### src/rtl/imm_raster_feeder.sv
`timescale 1ns/1ps
// ---------------------------------------------------------------------------
// imm_raster_feeder
//
// Front end of the image masking pipeline. A start pulse launches a raster
// scan (row-major, column fastest) of the image held in a synchronous BRAM.
// Every pixel is handed to the masking stage together with its row, column
// and the mask offsets latched when that frame was started.
//
// Ports
//   clk, rst_n            clock (rising edge), async active-low reset
//   start                 one-cycle frame request (ignored while busy)
//   stall                 downstream hold; 1 freezes every output register
//   mask_*_offset_in      mask offsets, sampled on an accepted start
//   rd_en, rd_addr        BRAM read request (registered)
//   rd_data               BRAM data, valid the cycle after the rd_en edge
//   pixel_valid           qualifies image_pixel / pixel_row / pixel_col
//   image_pixel           pixel colour
//   pixel_row, pixel_col  raster position of image_pixel
//   mask_*_offset         frame-latched mask offsets
//   frame_first/last      flags on pixel (0,0) and on the final pixel
//   busy                  accepted start .. done
//   done                  one-cycle pulse after the final pixel is accepted
//
// Handshake: a pixel is transferred on every rising edge where pixel_valid=1
// and stall=0. While stall=1 all outputs hold, including pixel_valid, so the
// same pixel is re-presented until an edge with stall=0.
//
// Pipeline: issue (rd_en/rd_addr + s1 tags) -> data stage (rd_data + d tags)
// -> output registers. When stall rises, the pixel sitting on rd_data is
// parked in a one-entry skid register; the read already in flight lands on
// rd_data and stays there because rd_en is held low for the rest of the stall
// (the BRAM read port is enable-gated and keeps its output while rd_en=0).
// On release the skid entry goes out first, then the held rd_data word.
// ---------------------------------------------------------------------------
module imm_raster_feeder #(
  parameter int IMG_ROWS = 240,
  parameter int IMG_COLS = 320,
  parameter int ADDR_W   = 17
) (
  input  logic              clk,
  input  logic              rst_n,
  input  logic              start,
  input  logic              stall,
  input  logic [7:0]        mask_row_offset_in,
  input  logic [8:0]        mask_col_offset_in,
  output logic              rd_en,
  output logic [ADDR_W-1:0] rd_addr,
  input  logic [11:0]       rd_data,
  output logic              pixel_valid,
  output logic [11:0]       image_pixel,
  output logic [7:0]        pixel_row,
  output logic [8:0]        pixel_col,
  output logic [7:0]        mask_row_offset,
  output logic [8:0]        mask_col_offset,
  output logic              frame_first,
  output logic              frame_last,
  output logic              busy,
  output logic              done
);

  localparam logic [7:0] LAST_ROW = 8'(IMG_ROWS - 1);
  localparam logic [8:0] LAST_COL = 9'(IMG_COLS - 1);

  typedef enum logic [1:0] {
    IDLE  = 2'd0,
    SCAN  = 2'd1,
    DRAIN = 2'd2
  } state_t;

  state_t state;
  state_t state_nxt;

  // Scan counters: position of the next read to issue.
  logic [7:0]        row_cnt;
  logic [8:0]        col_cnt;
  logic [ADDR_W-1:0] addr_cnt;

  // Position used by this cycle's issue; an accepted start issues (0,0)
  // directly, whatever the counters were left at by the previous frame.
  logic [7:0]        cur_row;
  logic [8:0]        cur_col;
  logic [ADDR_W-1:0] cur_addr;
  logic              cur_last;

  logic start_acc;
  logic issue;
  logic last_accept;

  // Tags for the read issued on the last edge (valid while rd_en=1).
  logic [7:0] s1_row;
  logic [8:0] s1_col;
  logic       s1_first;
  logic       s1_last;

  // Tags for the word currently on rd_data, not yet passed on.
  logic       d_valid;
  logic [7:0] d_row;
  logic [8:0] d_col;
  logic       d_first;
  logic       d_last;
  logic       d_take;
  logic       d_park;

  // One-entry skid register.
  logic        skid_valid;
  logic [11:0] skid_data;
  logic [7:0]  skid_row;
  logic [8:0]  skid_col;
  logic        skid_first;
  logic        skid_last;

  // -------------------------------------------------------------------------
  // Control decode
  // -------------------------------------------------------------------------
  always_comb begin
    start_acc   = (state == IDLE) && start;
    issue       = ((state == SCAN) || start_acc) && !stall;
    cur_row     = (state == IDLE) ? 8'd0 : row_cnt;
    cur_col     = (state == IDLE) ? 9'd0 : col_cnt;
    cur_addr    = (state == IDLE) ? '0 : addr_cnt;
    cur_last    = (cur_row == LAST_ROW) && (cur_col == LAST_COL);
    last_accept = pixel_valid && frame_last && !stall;
    // Data-stage word leaves either to the output or into the skid.
    d_take      = d_valid && !stall && !skid_valid;
    d_park      = d_valid && stall && !skid_valid;
  end

  // -------------------------------------------------------------------------
  // FSM
  // -------------------------------------------------------------------------
  always_ff @(posedge clk or negedge rst_n) begin
    if (!rst_n) begin
      state <= IDLE;
    end else begin
      state <= state_nxt;
    end
  end

  always_comb begin
    state_nxt = state;
    case (state)
      IDLE: begin
        // A one-pixel image issues its only read on the start edge.
        if (start) state_nxt = (issue && cur_last) ? DRAIN : SCAN;
      end
      SCAN: begin
        if (issue && cur_last) state_nxt = DRAIN;
      end
      DRAIN: begin
        if (last_accept) state_nxt = IDLE;
      end
      default: state_nxt = IDLE;
    endcase
  end

  // -------------------------------------------------------------------------
  // Scan counters (addr is a running count, no row*cols product)
  // -------------------------------------------------------------------------
  always_ff @(posedge clk or negedge rst_n) begin
    if (!rst_n) begin
      row_cnt  <= 8'd0;
      col_cnt  <= 9'd0;
      addr_cnt <= '0;
    end else if (issue) begin
      addr_cnt <= cur_addr + 1'b1;
      if (cur_col == LAST_COL) begin
        col_cnt <= 9'd0;
        row_cnt <= cur_row + 8'd1;
      end else begin
        col_cnt <= cur_col + 9'd1;
        row_cnt <= cur_row;
      end
    end else if (start_acc) begin
      row_cnt  <= 8'd0;
      col_cnt  <= 9'd0;
      addr_cnt <= '0;
    end
  end

  // -------------------------------------------------------------------------
  // Frame control: offsets, busy, done
  // -------------------------------------------------------------------------
  always_ff @(posedge clk or negedge rst_n) begin
    if (!rst_n) begin
      mask_row_offset <= 8'd0;
      mask_col_offset <= 9'd0;
      busy            <= 1'b0;
      done            <= 1'b0;
    end else begin
      done <= (state == DRAIN) && last_accept;
      if (start_acc) begin
        mask_row_offset <= mask_row_offset_in;
        mask_col_offset <= mask_col_offset_in;
        busy            <= 1'b1;
      end else if ((state == DRAIN) && last_accept) begin
        busy <= 1'b0;
      end
    end
  end

  // -------------------------------------------------------------------------
  // Read issue stage
  // -------------------------------------------------------------------------
  always_ff @(posedge clk or negedge rst_n) begin
    if (!rst_n) begin
      rd_en    <= 1'b0;
      rd_addr  <= '0;
      s1_row   <= 8'd0;
      s1_col   <= 9'd0;
      s1_first <= 1'b0;
      s1_last  <= 1'b0;
    end else begin
      rd_en <= issue;
      if (issue) begin
        rd_addr  <= cur_addr;
        s1_row   <= cur_row;
        s1_col   <= cur_col;
        s1_first <= (cur_row == 8'd0) && (cur_col == 9'd0);
        s1_last  <= cur_last;
      end
    end
  end

  // -------------------------------------------------------------------------
  // Data stage: tags follow the BRAM, which loads whenever rd_en was high.
  // rd_en is never high while the skid is full, so a held word is never
  // overwritten before it has moved on.
  // -------------------------------------------------------------------------
  always_ff @(posedge clk or negedge rst_n) begin
    if (!rst_n) begin
      d_valid <= 1'b0;
      d_row   <= 8'd0;
      d_col   <= 9'd0;
      d_first <= 1'b0;
      d_last  <= 1'b0;
    end else if (rd_en) begin
      d_valid <= 1'b1;
      d_row   <= s1_row;
      d_col   <= s1_col;
      d_first <= s1_first;
      d_last  <= s1_last;
    end else if (d_take || d_park) begin
      d_valid <= 1'b0;
    end
  end

  // -------------------------------------------------------------------------
  // Skid register
  // -------------------------------------------------------------------------
  always_ff @(posedge clk or negedge rst_n) begin
    if (!rst_n) begin
      skid_valid <= 1'b0;
      skid_data  <= 12'd0;
      skid_row   <= 8'd0;
      skid_col   <= 9'd0;
      skid_first <= 1'b0;
      skid_last  <= 1'b0;
    end else if (d_park) begin
      skid_valid <= 1'b1;
      skid_data  <= rd_data;
      skid_row   <= d_row;
      skid_col   <= d_col;
      skid_first <= d_first;
      skid_last  <= d_last;
    end else if (!stall && skid_valid) begin
      skid_valid <= 1'b0;
    end
  end

  // -------------------------------------------------------------------------
  // Output registers: frozen under stall; skid entry has priority.
  // -------------------------------------------------------------------------
  always_ff @(posedge clk or negedge rst_n) begin
    if (!rst_n) begin
      pixel_valid <= 1'b0;
      image_pixel <= 12'd0;
      pixel_row   <= 8'd0;
      pixel_col   <= 9'd0;
      frame_first <= 1'b0;
      frame_last  <= 1'b0;
    end else if (!stall) begin
      if (skid_valid) begin
        pixel_valid <= 1'b1;
        image_pixel <= skid_data;
        pixel_row   <= skid_row;
        pixel_col   <= skid_col;
        frame_first <= skid_first;
        frame_last  <= skid_last;
      end else if (d_valid) begin
        pixel_valid <= 1'b1;
        image_pixel <= rd_data;
        pixel_row   <= d_row;
        pixel_col   <= d_col;
        frame_first <= d_first;
        frame_last  <= d_last;
      end else begin
        // Data fields keep their last values; only the qualifiers drop.
        pixel_valid <= 1'b0;
        frame_first <= 1'b0;
        frame_last  <= 1'b0;
      end
    end
  end

endmodule

### config.mk
export PLATFORM = sky130hd
export DESIGN_NAME = imm_raster_feeder
export DESIGN_NICKNAME = d
export VERILOG_FILES = /design/src/rtl/imm_raster_feeder.sv
export SDC_FILE = /design/constraint.sdc
export NUM_CORES = 1
export LEC_CHECK = 0
export CORE_MARGIN = 2
export CORE_UTILIZATION = 48
export CTS_BUF_LIST = sky130_fd_sc_hd__clkbuf_16
export CTS_CLUSTER_DIAMETER = 50
export DETAILED_ROUTE_END_ITERATION = 10
export PLACE_DENSITY = 0.74
export SLEW_MARGIN = 20
export SYNTH_ARGS = -nofsm -noshare
export SYNTH_HDL_FRONTEND = slang
export SYNTH_SLANG_ARGS = --single-unit
### constraint.sdc
create_clock -name clk -period 2.8 [get_ports clk]
set_input_delay 0.56 -clock clk [delete_from_list [all_inputs] [get_ports clk]]
set_output_delay 0.56 -clock clk [all_outputs]
set_load 0.01 [all_outputs]
Word-level counts from Yosys, hierarchy flattened
Cells that the tools add are included.
{"block": "word_totals", "ff_bits": 176, "output_inout_bits": 69, "elab_cells": 103}
{"block": "classes", "add_sub_neg": 3, "eq_ne": 7, "n_mux": 34, "bitwise": 1, "n_reduce_logical": 27}
{"op": "9-bit 2-to-1 mux", "n": 6}
{"op": "17-bit 2-to-1 mux", "n": 3}
{"op": "8-bit 2-to-1 mux", "n": 6}
{"op": "12-bit 2-to-1 mux", "n": 2}
{"op": "17-bit by 1-bit adder with 17-bit output, second input constant", "n": 1}
{"op": "1-bit logical AND", "n": 13}
{"op": "1-bit 2-to-1 mux", "n": 12}
{"op": "2-bit nonzero test", "n": 5}
{"op": "9-bit by 1-bit adder with 9-bit output, second input constant", "n": 1}
{"op": "9-bit equality test, second input constant", "n": 1}
{"op": "9-bit zero test", "n": 1}
{"op": "8-bit by 1-bit adder with 8-bit output, second input constant", "n": 1}
{"op": "8-bit equality test, second input constant", "n": 1}
{"op": "8-bit zero test", "n": 1}
{"op": "2-bit 2-to-1 mux", "n": 4}
{"op": "2-bit case mux with 3 select lines", "n": 1}
{"op": "2-bit != test, second input constant", "n": 2}
{"op": "3-bit AND reduction", "n": 1}
{"op": "2-bit by 1-bit equality test with 1-bit output, second input constant", "n": 1}
{"op": "2-bit equality test, second input constant", "n": 1}
{"op": "1-bit zero test", "n": 2}
{"op": "2-bit zero test", "n": 1}
{"op": "1-bit logical OR", "n": 2}
{"op": "2-bit by 1-bit != test with 1-bit output, second input constant", "n": 1}
{"op": "2 further kinds", "n": 2}

Logic depth before layout (Yosys ltp)
{"block": "logic_depth", "word_depth": 8, "depth_mapped": 12, "ltp_nobuf": 9}

Worst setup path before layout
Ideal clock, no wire load.
{"block": "synth_path", "kind": "reg-to-reg", "startpoint": "register state[0]", "endpoint": "register row_cnt[5]", "setup_time_ns": 0.121, "arrival_time_ns": 2.840, "slack_ns": -0.161, "stages_incl_launch_ff": 12, "period_less_slack_ns": 2.961, "path_cell_list": "dfrtp_1 -> or2_2 -> clkbuf_1 -> buf_1 -> nand2_1 -> inv_1 -> ha_1 -> nand3_2 -> or4_4 -> nor4_2 -> mux2_1 -> a22o_1"}
{"block": "synth_between", "elab_chain_len": 5, "elab_cells_between_ends": 12, "classes_between": "add/sub: 1; eq/ne: 2; mux: 4; reduce/logical: 5"}
{"element": "start, declared", "line_no": "71", "rtl": "state_t state;"}
{"element": "start signal, assigned", "line_no": "136", "rtl": "state <= state_nxt;"}
{"element": "2-bit zero test", "line_no": "120", "rtl": "cur_col = (state == IDLE) ? 9'd0 : col_cnt;"}
{"element": "9-bit 2-to-1 mux", "line_no": "120"}
{"element": "via cur_col[1]", "line_no": "82", "rtl": "logic [8:0] cur_col;"}
{"element": "9-bit equality test", "line_no": "167", "rtl": "if (cur_col == LAST_COL) begin"}
{"element": "8-bit 2-to-1 mux", "line_no": "167"}
{"element": "8-bit 2-to-1 mux", "line_no": "165", "rtl": "end else if (issue) begin"}
{"element": "end signal, assigned", "line_no": "169", "rtl": "row_cnt <= cur_row + 8'd1;"}
{"element": "end signal, assigned", "line_no": "172", "rtl": "row_cnt <= cur_row;"}
{"element": "end, declared", "line_no": "75", "rtl": "logic [7:0] row_cnt;"}
The timed path passes the listed nets, and every way through them passes these cells.
A chain may end at the register's enable or synchronous reset.

Final worst setup path
{"block": "layout_path", "startpoint": "register state[1]", "endpoint": "register row_cnt[5]"}
The elaborated chain is that of the path after synthesis.

==> flow_summary.yaml <==
outcome:
  status: "finished, final reports clean"
drt:
  initialDrtViolationCount: 287
  drc: 0
  antenna_left: 0
  wl_per_cell_um: 16.17
  wirelength_um: 16490
  viasPerCell: 5.469
  vias: 5578
  drtPass1Iterations: 5
synth:
  yosys.cell_count.top_type: "dfrtp_1"
  ys.warnings.count: 0
  ys_top_cells_by_count: "dfrtp_1, nand2_1, o21ai_0, mux2_2, mux2i_1"
  ys_async_sr_fraction_pct: 100.0
  synth_flop_cell: "dfrtp_1"
  synthCells: 695
  synth_area_leaders: "dfrtp_1, mux2_2, nand2_1"
  synth.net_count: 733
  yosys.area.top_type_share_pct: 58.43
  netlist_area_um2: 7537
  ys_seq_area_share_pct: 58.43
  synth_edf_count: 0
  synth_top_cell_by_area: "dfrtp_1"
  avgSynthCellArea_um2: 10.84
  ys_ff_latch: 176
  synth.distinct_cells: 52
sta:
  clock_skew_ns: 0.006097
  setup_violations: 0
  maxSlewViolCount: 0
  worst_slew_pin_slew_ns: 0.7137
  setup_tns_ns: 0
  period_share_pct: 89.09
  min_period_ns: 2.494
  fmax_ghz: 0.4009
  hold_viol_final: 0
  max-slew-margin-rel_pct: 52.37
  rsz0062_at_grt: "false"
global_routing:
  first_global_vias: 5677
  grt_max_degree: 70
  overflow: 0
  grt_pass1_wl_um: 27680
  grtUsageTotal_pct: 20.94
  antenna_found_initial: 0
critical_path:
  worstReg2RegEnd: "row_cnt[5]"
  required_ns: 3.11
  critPathMaxFanout: 5
  worstSetupStartpointType: "flop"
  r2r-start: "state[1]"
  rr_worst_depth: 9
  rrSetupSlack_ns: 0.31
  cp.depth: 9
  cpMaxStageDelayCell: "or4_4"
  crit_family: "simple AND/OR/NAND/NOR gates"
  endpoint_kind: "flop"
  worstSetupPathType: "reg2reg"
  max_stage_delay_ns: 0.60
  setup.worst_path.end: "row_cnt[5]"
  critPathBufInv: 1
  cp_cell_sequence: "or2_2 -> nand2_1 -> inv_1 -> ha_1 -> nand3_2 -> or4_4 -> nor4_2 -> mux2_1 -> a22o_1"
  crit_start: "state[1]"
  crit_arrival_ns: 2.81
final_layout:
  nNetsFinal: 835
  syn2layout_area_growth_pct: 25.35
  multi_input_area_um2: 2925
  fillers: 1233
  drive_above_1_share_pct: 14.22
  seq_area_um2: 4405
  final_cells: 1020
  insertedDiodeCount: 0
clocking:
  cts_inserted_buffers: 17
  cts_tree: "built"
  cts_setup_buffers: 0
  ctsResizeCount: 0
  cts.sinks: 176
  clk_latency_ns: 0.42
  htree_levels: 4
  clk_pin_slew_ns: 0.06
  cts_max_path_buffers: 2
  cts-root-buf: "clkbuf_16"
  cts_hold_buf: 0
pwr:
  total_power_mw: 6.207
  powerDensity_nw_per_um2: 657.0
  power.leakage_nw: 4.284
  ir_drop_v: 0.0004931
floorplan:
  initial_utilization_pct: 49.40
  die_area_um2: 16720
  fp.dieH_um: 129.3
  ioPinCount: 102
  row_count: 45
  core-area_um2: 15260
  fp.dieW_um: 129.3
placement:
  place_congestion: 0.8749
  hpwl_um: 11170
  io_buffers: 101
  dp_cells: 988
flow_run:
  max_cap_viol_count: 0
hold_path:
  min_path_type: "in2async"
-- cell families (layout without fill, tap and decap cells) --
family	after synthesis	count (layout)	share of synthesized area, %
multiplexers	84	84	12.02
adder cells (fa/ha/maj)	5	5	0.8300
AO/OA/AOI/OAI	146	146	11.79
buffers and inverters	51	165	3.005
AND/OR/NAND/NOR	233	233	13.93
flip-flops	176	176	58.43
-- worst min-delay path by stage --
stage	from	endpoint	slack (ns)	cells after the start
3_5_place_dp	mask_col_offset[7]	mask_col_offset[7]	0.46	2
3_3_place_gp	s1_col[3]	s1_col[3]	0.46	2
2_1_floorplan	rst_n	addr_cnt[0]	0.26	0
5_1_grt	rst_n	pixel_col[4]	0.16	1
6_report	rst_n	pixel_col[4]	0.12	1
4_1_cts	rst_n	pixel_col[4]	0.15	1
-- worst reg2reg max path: stages, from the launching register on --
cell and delay (ns):
dfrtp_1 0.35, or2_2 0.14, nand2_1 0.11, inv_1 0.08
ha_1 0.20, nand3_2 0.11, or4_4 0.60, nor4_2 0.27
mux2_1 0.35, a22o_1 0.18
-- flip-flops by register name, summed over array words and instances, names as in the netlist, 9 cells and up --
signal / cells
addr_cnt: 17
col_cnt: 9
d_col: 9
image_pixel: 12
mask_col_offset: 9
pixel_col: 9
rd_addr: 17
s1_col: 9
skid_col: 9
skid_data: 12
-- layer usage --
layer  global-route usage, %  wire length (µm)
met1                   27.10              7380
met2                   34.37              7932
met3                   6.524               942
met4                   5.754               234
met5                       0                 0
-- area by class of cell --
type,instances,share of cell area (%)
Inverter,8,0.3178
Timing Repair Buffer,126,13.18
Clock buffer,17,4.503
Multi-Input combinational cell,468,30.96
Sequential cell,176,46.63
Tap cell,211,2.794
Clock inverter,14,1.616
-- power breakdown --
part | total, mW | switching, mW | leakage, nW | internal [mW]
clock network | 2.31 | 0.931 | 0.285 | 1.38
registers | 3.03 | 0.217 | 2.24 | 2.82
logic | 0.862 | 0.400 | 1.76 | 0.462
total | 6.21 | 1.55 | 4.28 | 4.66
-- placed cells by master (no fill, tap or decap), types with 15 or more instances in the layout --
cell type | synthesis | routed
dfrtp_1 | 176 | 175
nand2_1 | 150 | 150
clkdlybuf4s50_1 | 1 | 100
o21ai_0 | 75 | 75
mux2_2 | 51 | 51
mux2i_1 | 32 | 32
buf_4 | 1 | 22
nand3_1 | 18 | 18
a22o_1 | 17 | 17
a21oi_1 | 17 | 17
clkbuf_16 | 0 | 17
nor2_1 | 16 | 15
-- through the flow --
step	instance area (µm²)	utilization (%)	hold slack (ns)	worst slack (ns)
after floorplan	7540	-	0.2644	0.05662
after global placement	8840	57.93	0.4584	0.2151
after detailed placement	8840	57.93	0.4639	0.06045
after CTS	9418	61.72	0.1539	0.3226
after global routing	9448	61.92	0.1612	0.2080
final	9448	61.92	0.1242	0.3056
Note: power is estimated with default switching activity, not from simulation.
